--- src/rtl/axi_wr_burst_arbiter_if.sv ---
// Master-side request and slave-side handshake bundle for the write-burst arbiter.
// Rev 1.0 - initial release.
`default_nettype none

interface axi_wr_burst_arbiter_if #(
  parameter int NUM = 3
) ();
  logic [NUM-1:0] m_awvalid;
  logic           s_awvalid;
  logic           s_awready;
  logic           s_wvalid;
  logic           s_wready;
  logic           s_wlast;
  logic           s_bvalid;
  logic           s_bready;
  logic [NUM-1:0] grant;
  logic           aw_en;
  logic           w_en;
  logic           b_en;

  modport master (
    output m_awvalid, s_awvalid, s_awready, s_wvalid, s_wready, s_wlast, s_bvalid, s_bready,
    input  grant, aw_en, w_en, b_en
  );

  modport slave (
    input  m_awvalid, s_awvalid, s_awready, s_wvalid, s_wready, s_wlast, s_bvalid, s_bready,
    output grant, aw_en, w_en, b_en
  );
endinterface

`default_nettype wire

--- src/rtl/axi_wr_burst_arbiter.sv ---
// axi_wr_burst_arbiter: 3-master write scheduler locking the grant across AW, W beats and B.
// Optional watchdog under macro WR_WATCHDOG_EN. Rev 1.0 - initial release.
`default_nettype none

module axi_wr_burst_arbiter #(
  parameter int NUM         = 3,
  parameter int TIMEOUT_CYC = 256
) (
  input  wire logic          clk,
  input  wire logic          rst,
  input  wire logic          arbiter_type,
  axi_wr_burst_arbiter_if.slave bus,
  output logic               busy,
  output logic               timeout_err
);

  typedef enum logic [1:0] {
    IDLE = 2'd0,
    ADDR = 2'd1,
    DATA = 2'd2,
    RESP = 2'd3
  } state_t;

  state_t         state;
  logic [NUM-1:0] last_winner;
  logic [NUM-1:0] winner;
  logic           aw_hs;
  logic           w_hs;
  logic           b_hs;

  assign aw_hs = bus.s_awvalid & bus.s_awready;
  assign w_hs  = bus.s_wvalid & bus.s_wready;
  assign b_hs  = bus.s_bvalid & bus.s_bready;
  assign busy  = (state != IDLE);

  // Round robin starts one past the previous winner; no history behaves like master 2 last.
  always_comb begin
    winner = '0;
    if (arbiter_type) begin
      if (bus.m_awvalid[0])      winner = 3'b001;
      else if (bus.m_awvalid[1]) winner = 3'b010;
      else if (bus.m_awvalid[2]) winner = 3'b100;
    end else begin
      case (last_winner)
        3'b001: begin
          if (bus.m_awvalid[1])      winner = 3'b010;
          else if (bus.m_awvalid[2]) winner = 3'b100;
          else if (bus.m_awvalid[0]) winner = 3'b001;
        end
        3'b010: begin
          if (bus.m_awvalid[2])      winner = 3'b100;
          else if (bus.m_awvalid[0]) winner = 3'b001;
          else if (bus.m_awvalid[1]) winner = 3'b010;
        end
        default: begin
          if (bus.m_awvalid[0])      winner = 3'b001;
          else if (bus.m_awvalid[1]) winner = 3'b010;
          else if (bus.m_awvalid[2]) winner = 3'b100;
        end
      endcase
    end
  end

`ifdef WR_WATCHDOG_EN
  localparam int WD_W = $clog2(TIMEOUT_CYC + 1);
  localparam logic [WD_W-1:0] WD_LAST = WD_W'(TIMEOUT_CYC - 1);

  logic [WD_W-1:0] wd_cnt;
  logic            progress;

  assign progress = ((state == ADDR) & aw_hs) | ((state == DATA) & w_hs) | ((state == RESP) & b_hs);
`else
  logic unused_timeout_cfg;
  assign unused_timeout_cfg = (TIMEOUT_CYC > 0);
  assign timeout_err        = 1'b0;
`endif

  always_ff @(posedge clk) begin
    if (rst) begin
      state       <= IDLE;
      bus.grant   <= '0;
      last_winner <= '0;
      bus.aw_en   <= 1'b0;
      bus.w_en    <= 1'b0;
      bus.b_en    <= 1'b0;
`ifdef WR_WATCHDOG_EN
      wd_cnt      <= '0;
      timeout_err <= 1'b0;
`endif
    end else begin
      case (state)
        IDLE: begin
          if (|bus.m_awvalid) begin
            bus.grant   <= winner;
            last_winner <= winner;
            bus.aw_en   <= 1'b1;
            state       <= ADDR;
          end
        end
        ADDR: begin
          if (aw_hs) begin
            bus.aw_en <= 1'b0;
            bus.w_en  <= 1'b1;
            state     <= DATA;
          end
        end
        DATA: begin
          if (w_hs & bus.s_wlast) begin
            bus.w_en <= 1'b0;
            bus.b_en <= 1'b1;
            state    <= RESP;
          end
        end
        RESP: begin
          if (b_hs) begin
            bus.b_en  <= 1'b0;
            bus.grant <= '0;
            state     <= IDLE;
          end
        end
        default: state <= IDLE;
      endcase

`ifdef WR_WATCHDOG_EN
      // Expiry overrides any phase update above; last_winner survives the abort.
      timeout_err <= 1'b0;
      if ((state == IDLE) || progress) begin
        wd_cnt <= '0;
      end else if (wd_cnt == WD_LAST) begin
        wd_cnt      <= '0;
        timeout_err <= 1'b1;
        state       <= IDLE;
        bus.grant   <= '0;
        bus.aw_en   <= 1'b0;
        bus.w_en    <= 1'b0;
        bus.b_en    <= 1'b0;
      end else begin
        wd_cnt <= wd_cnt + WD_W'(1);
      end
`endif
    end
  end

endmodule

`default_nettype wire

--- src/flat_wrapper.sv ---
// flat-port wrapper written by rule: the top's interface ports become plain ports
module axi_wr_burst_arbiter_flat 
#(
  parameter int NUM         = 3,
  parameter int TIMEOUT_CYC = 256
)
  (clk, rst, arbiter_type, busy, timeout_err, bus_m_awvalid, bus_s_awvalid, bus_s_awready, bus_s_wvalid, bus_s_wready, bus_s_wlast, bus_s_bvalid, bus_s_bready, bus_grant, bus_aw_en, bus_w_en, bus_b_en);
  axi_wr_burst_arbiter_if #(.NUM(NUM)) bus_i ();
  input  wire logic clk;
  input  wire logic rst;
  input  wire logic arbiter_type;
  output logic busy;
  output logic timeout_err;
  input wire logic [$bits(bus_i.m_awvalid)-1:0] bus_m_awvalid;
  input wire logic [$bits(bus_i.s_awvalid)-1:0] bus_s_awvalid;
  input wire logic [$bits(bus_i.s_awready)-1:0] bus_s_awready;
  input wire logic [$bits(bus_i.s_wvalid)-1:0] bus_s_wvalid;
  input wire logic [$bits(bus_i.s_wready)-1:0] bus_s_wready;
  input wire logic [$bits(bus_i.s_wlast)-1:0] bus_s_wlast;
  input wire logic [$bits(bus_i.s_bvalid)-1:0] bus_s_bvalid;
  input wire logic [$bits(bus_i.s_bready)-1:0] bus_s_bready;
  output wire logic [$bits(bus_i.grant)-1:0] bus_grant;
  output wire logic [$bits(bus_i.aw_en)-1:0] bus_aw_en;
  output wire logic [$bits(bus_i.w_en)-1:0] bus_w_en;
  output wire logic [$bits(bus_i.b_en)-1:0] bus_b_en;
  assign bus_i.m_awvalid = bus_m_awvalid;
  assign bus_i.s_awvalid = bus_s_awvalid;
  assign bus_i.s_awready = bus_s_awready;
  assign bus_i.s_wvalid = bus_s_wvalid;
  assign bus_i.s_wready = bus_s_wready;
  assign bus_i.s_wlast = bus_s_wlast;
  assign bus_i.s_bvalid = bus_s_bvalid;
  assign bus_i.s_bready = bus_s_bready;
  assign bus_grant = bus_i.grant;
  assign bus_aw_en = bus_i.aw_en;
  assign bus_w_en = bus_i.w_en;
  assign bus_b_en = bus_i.b_en;
  axi_wr_burst_arbiter #(.NUM(NUM), .TIMEOUT_CYC(TIMEOUT_CYC)) u_core (.clk(clk), .rst(rst), .arbiter_type(arbiter_type), .bus(bus_i), .busy(busy), .timeout_err(timeout_err));
endmodule
--- config.mk ---
export PLATFORM = sky130hd
export DESIGN_NAME = axi_wr_burst_arbiter_flat
export DESIGN_NICKNAME = d
export VERILOG_FILES = /design/src/rtl/axi_wr_burst_arbiter_if.sv /design/src/rtl/axi_wr_burst_arbiter.sv /design/src/flat_wrapper.sv
export SDC_FILE = /design/constraint.sdc
export NUM_CORES = 1
export LEC_CHECK = 0
export CAP_MARGIN = 20
export CORE_MARGIN = 4
export CORE_UTILIZATION = 30
export CTS_CLUSTER_DIAMETER = 60
export CTS_CLUSTER_SIZE = 24
export DETAILED_ROUTE_END_ITERATION = 8
export SYNTH_ARGS = -nofsm -noshare
export SYNTH_HDL_FRONTEND = slang
export SYNTH_SLANG_ARGS = --single-unit
--- constraint.sdc ---
create_clock -name clk -period 2.3 [get_ports clk]
set_input_delay 0.345 -clock clk [delete_from_list [all_inputs] [get_ports clk]]
set_output_delay 0.345 -clock clk [all_outputs]
set_load 0.02 [all_outputs]
==> results.md <==
* Multi-input logic area at 415 um^2
* Largest net degree at the start of global routing at 9
* Unrepaired setup endpoints after global routing: no
* Power per cell area at between 1000 and 1500 nW/um^2
* Initial antenna violation count at 0
* Leakage at about 0.35 nW
* Clock H-tree levels at 1
* Hold Vio Cnt, Final at 0
* CTS Buffer Depth at 2
* Final setup fails at 0
* Outcome: finished, final reports clean
* Initial Util at between 30% and 40%
* Hold-fix buffers, CTS at 0
* Max incr delay on CP at 0.61 ns
* Vias per cell at approximately 5
* ANT cells at 0
* CP max stage cell: clkdlybuf4s50_1
* Register area share after synthesis at 33.3%
* Worst path cell trace: inv_1 > ha_1 > inv_1 > clkdlybuf4s50_1
* Dpl hpwl at 1220 um
* Synth unique cells at 33
* Post-CTS sizing at 0
* Final WL at 1540 um
* Commonest cells post-synth: dfxtp_1, nand2_1, a21oi_1, nor2_1
* Critical path arrival at 1.77 ns
* Ys flop type: dfxtp_1
* Vias at 609
* Pre-antenna DRT Iters at 4
* Chip Height at 55.0 um
* Worst setup SP type: flop
* Fin nets at 115
* Layout cells sized above 1 at a little under a tenth
* CP endpoint kind: output pin
* CTS tree: done
* Max-cap violation count at 0
* Synth warnings at 0
* FF/Latch Area at between 200 and 250 um^2
* Root buffer cell: clkbuf_4
* Top-area cell type share of the netlist area at 33.3%
* IO buf count at 19
* First DRT Iteration DRCs at 6
* Post-DRT Antenna Nets at 0
* Yosys reg bits at 11
* FFs w/ async S/R, synth at 0%
* Post-synth EDFFs at 0
* GRT Resource Usage Total at 12.2%
* Netlist area before placement at 662 um^2
* Core area at about 2000 um^2
* Area leader, netlist: dfxtp_1
* HP Class: flop to flop
* Crit path top cell by count: inv_1
* Peak VDD IR at between 0.3 and 0.4 mV
* Cell row count at 16
* Tcrit/Tclk final at approximately 90%
* Worst-margin pin slew at 0.551 ns
* Post-Syn Area per Cell at 8.83 um^2
* GPL Wtd Cong at 0.843
* CTS Buf Count at 3
* Kind of critical path: flop to output pin
* Worst-Skew Late Latency at approximately 0.28 ns
* Clock Skew at just over 0.006 ns
* Top cells by area, synth: dfxtp_1, ha_1, a21oi_1, nand2_1, a2111oi_4
* Total power at 0.991 mW
* IO Count at 21
* Relative slew slack at 63.0%
* Final Util at 44.9%
* GRT overflow at 0
* Area grow syn2layout at 37.2%
* Post-CTS Setup Inserts at 0
* DIE AREA at roughly 3000 um^2
* Tmin final at 2.11 ns
* Post-Syn Nets at 92
* Post-route DRC at 0
* Post-synthesis cell count at 75
* Die Wd at approximately 55 um
* First-pass GRT wire length at 2480 um
* Max-slew violation count at 0
* Clock slew at reported path FFs at 0.08 ns
* Critical Path RT at 1.96 ns
* CP max FO at 6
* Setup TNS at 0 ns
* Vias in the first global route at 567
* FMAX at 473 MHz
* Clock Sinks at 11
* Avg WL per Cell at about 12 um
* Filler cells at between 200 and 250
* Most frequent cell after synthesis: dfxtp_1
## path summary, 6_finish.rpt
| kind | end | startpoint | cells after the start | slack, ns |
|---|---|---|---|---|
| setup reg to reg | u_core.state[1] | u_core.state[0] | 6 | 0.51 |
| setup / recovery | busy | u_core.state[0] | 4 | 0.19 |
| hold / removal | u_core.last_winner[2] | u_core.last_winner[2] | 2 | 0.47 |
| hold reg to reg | u_core.last_winner[2] | u_core.last_winner[2] | 2 | 0.47 |
## cell type report
cell class / instances / share of cell area [%]
Timing Repair Buffer: 20 / 21.8
Tap cell: 27 / 3.72
Inverter: 4 / 1.65
Clock buffer: 4 / 2.89
Multi-Input combinational cell: 58 / 45.7
Sequential cell: 11 / 24.2
## flip-flops by register name, summed over array words and instances (netlist names)
name,count
u_core.bus.w_en,1
u_core.last_winner,3
u_core.state,2
u_core.bus.grant,3
u_core.bus.aw_en,1
u_core.bus.b_en,1
## through the flow
step	hold WS [ns]	setup slack [ns]	cell area [um^2]	instances
5_1_grt	0.502	0.124	908	124
3_5_place_dp	0.458	0.331	882	120
6_report	0.473	0.188	908	124
4_1_cts	0.472	0.188	908	124
2_1_floorplan	0.445	0.707	662	75
3_3_place_gp	0.448	0.334	882	120
## worst max-delay path: cells and delay by family (launching register included)
family     cells  cell delay [ns]
fa+ha+maj      1             0.28
buf+inv        3             0.81
flops          1             0.39
## routing by layer
| layer | part of all wire [%] | track usage [%] |
|---|---|---|
| met5 | 0 | 0 |
| met2 | 45 | 18.7 |
| met3 | 5.4 | 1.88 |
| met1 | 45 | 14.1 |
| met4 | 4.1 | 12.1 |
## cell families after synthesis
kind of cell             synth area share, %
flip-flops                              33.3
other                                  0.567
AND/OR/NAND/NOR                         17.8
buffers and inverters                   3.97
multiplexers                            3.02
AO/OA/AOI/OAI                           33.8
adder cells (fa/ha/maj)                 7.56
## cells in the final DEF, fill, tap and decap left out, types with 2 or more instances in the layout
cell | netlist | final
mux2i_1 | 2 | 2
dfxtp_1 | 11 | 11
a21oi_1 | 6 | 6
a21o_1 | 2 | 2
clkdlybuf4s50_1 | 0 | 19
a21boi_0 | 2 | 2
clkbuf_4 | 0 | 3
nor2b_1 | 2 | 2
nand2_1 | 8 | 8
a211oi_1 | 2 | 2
ha_1 | 4 | 4
inv_1 | 4 | 4
o21ai_0 | 2 | 2
a32o_1 | 2 | 2
nor2_1 | 6 | 6
a22o_1 | 2 | 2
nand3_1 | 2 | 2
## power breakdown
part           switching (mW)  total (mW)  internal [mW]
Combinational           0.291       0.550          0.259
Clock                  0.0757       0.143         0.0674
Sequential             0.0474       0.298          0.250
Total                   0.415       0.991          0.576
No activity file was read; power rests on OpenSTA's default activity.
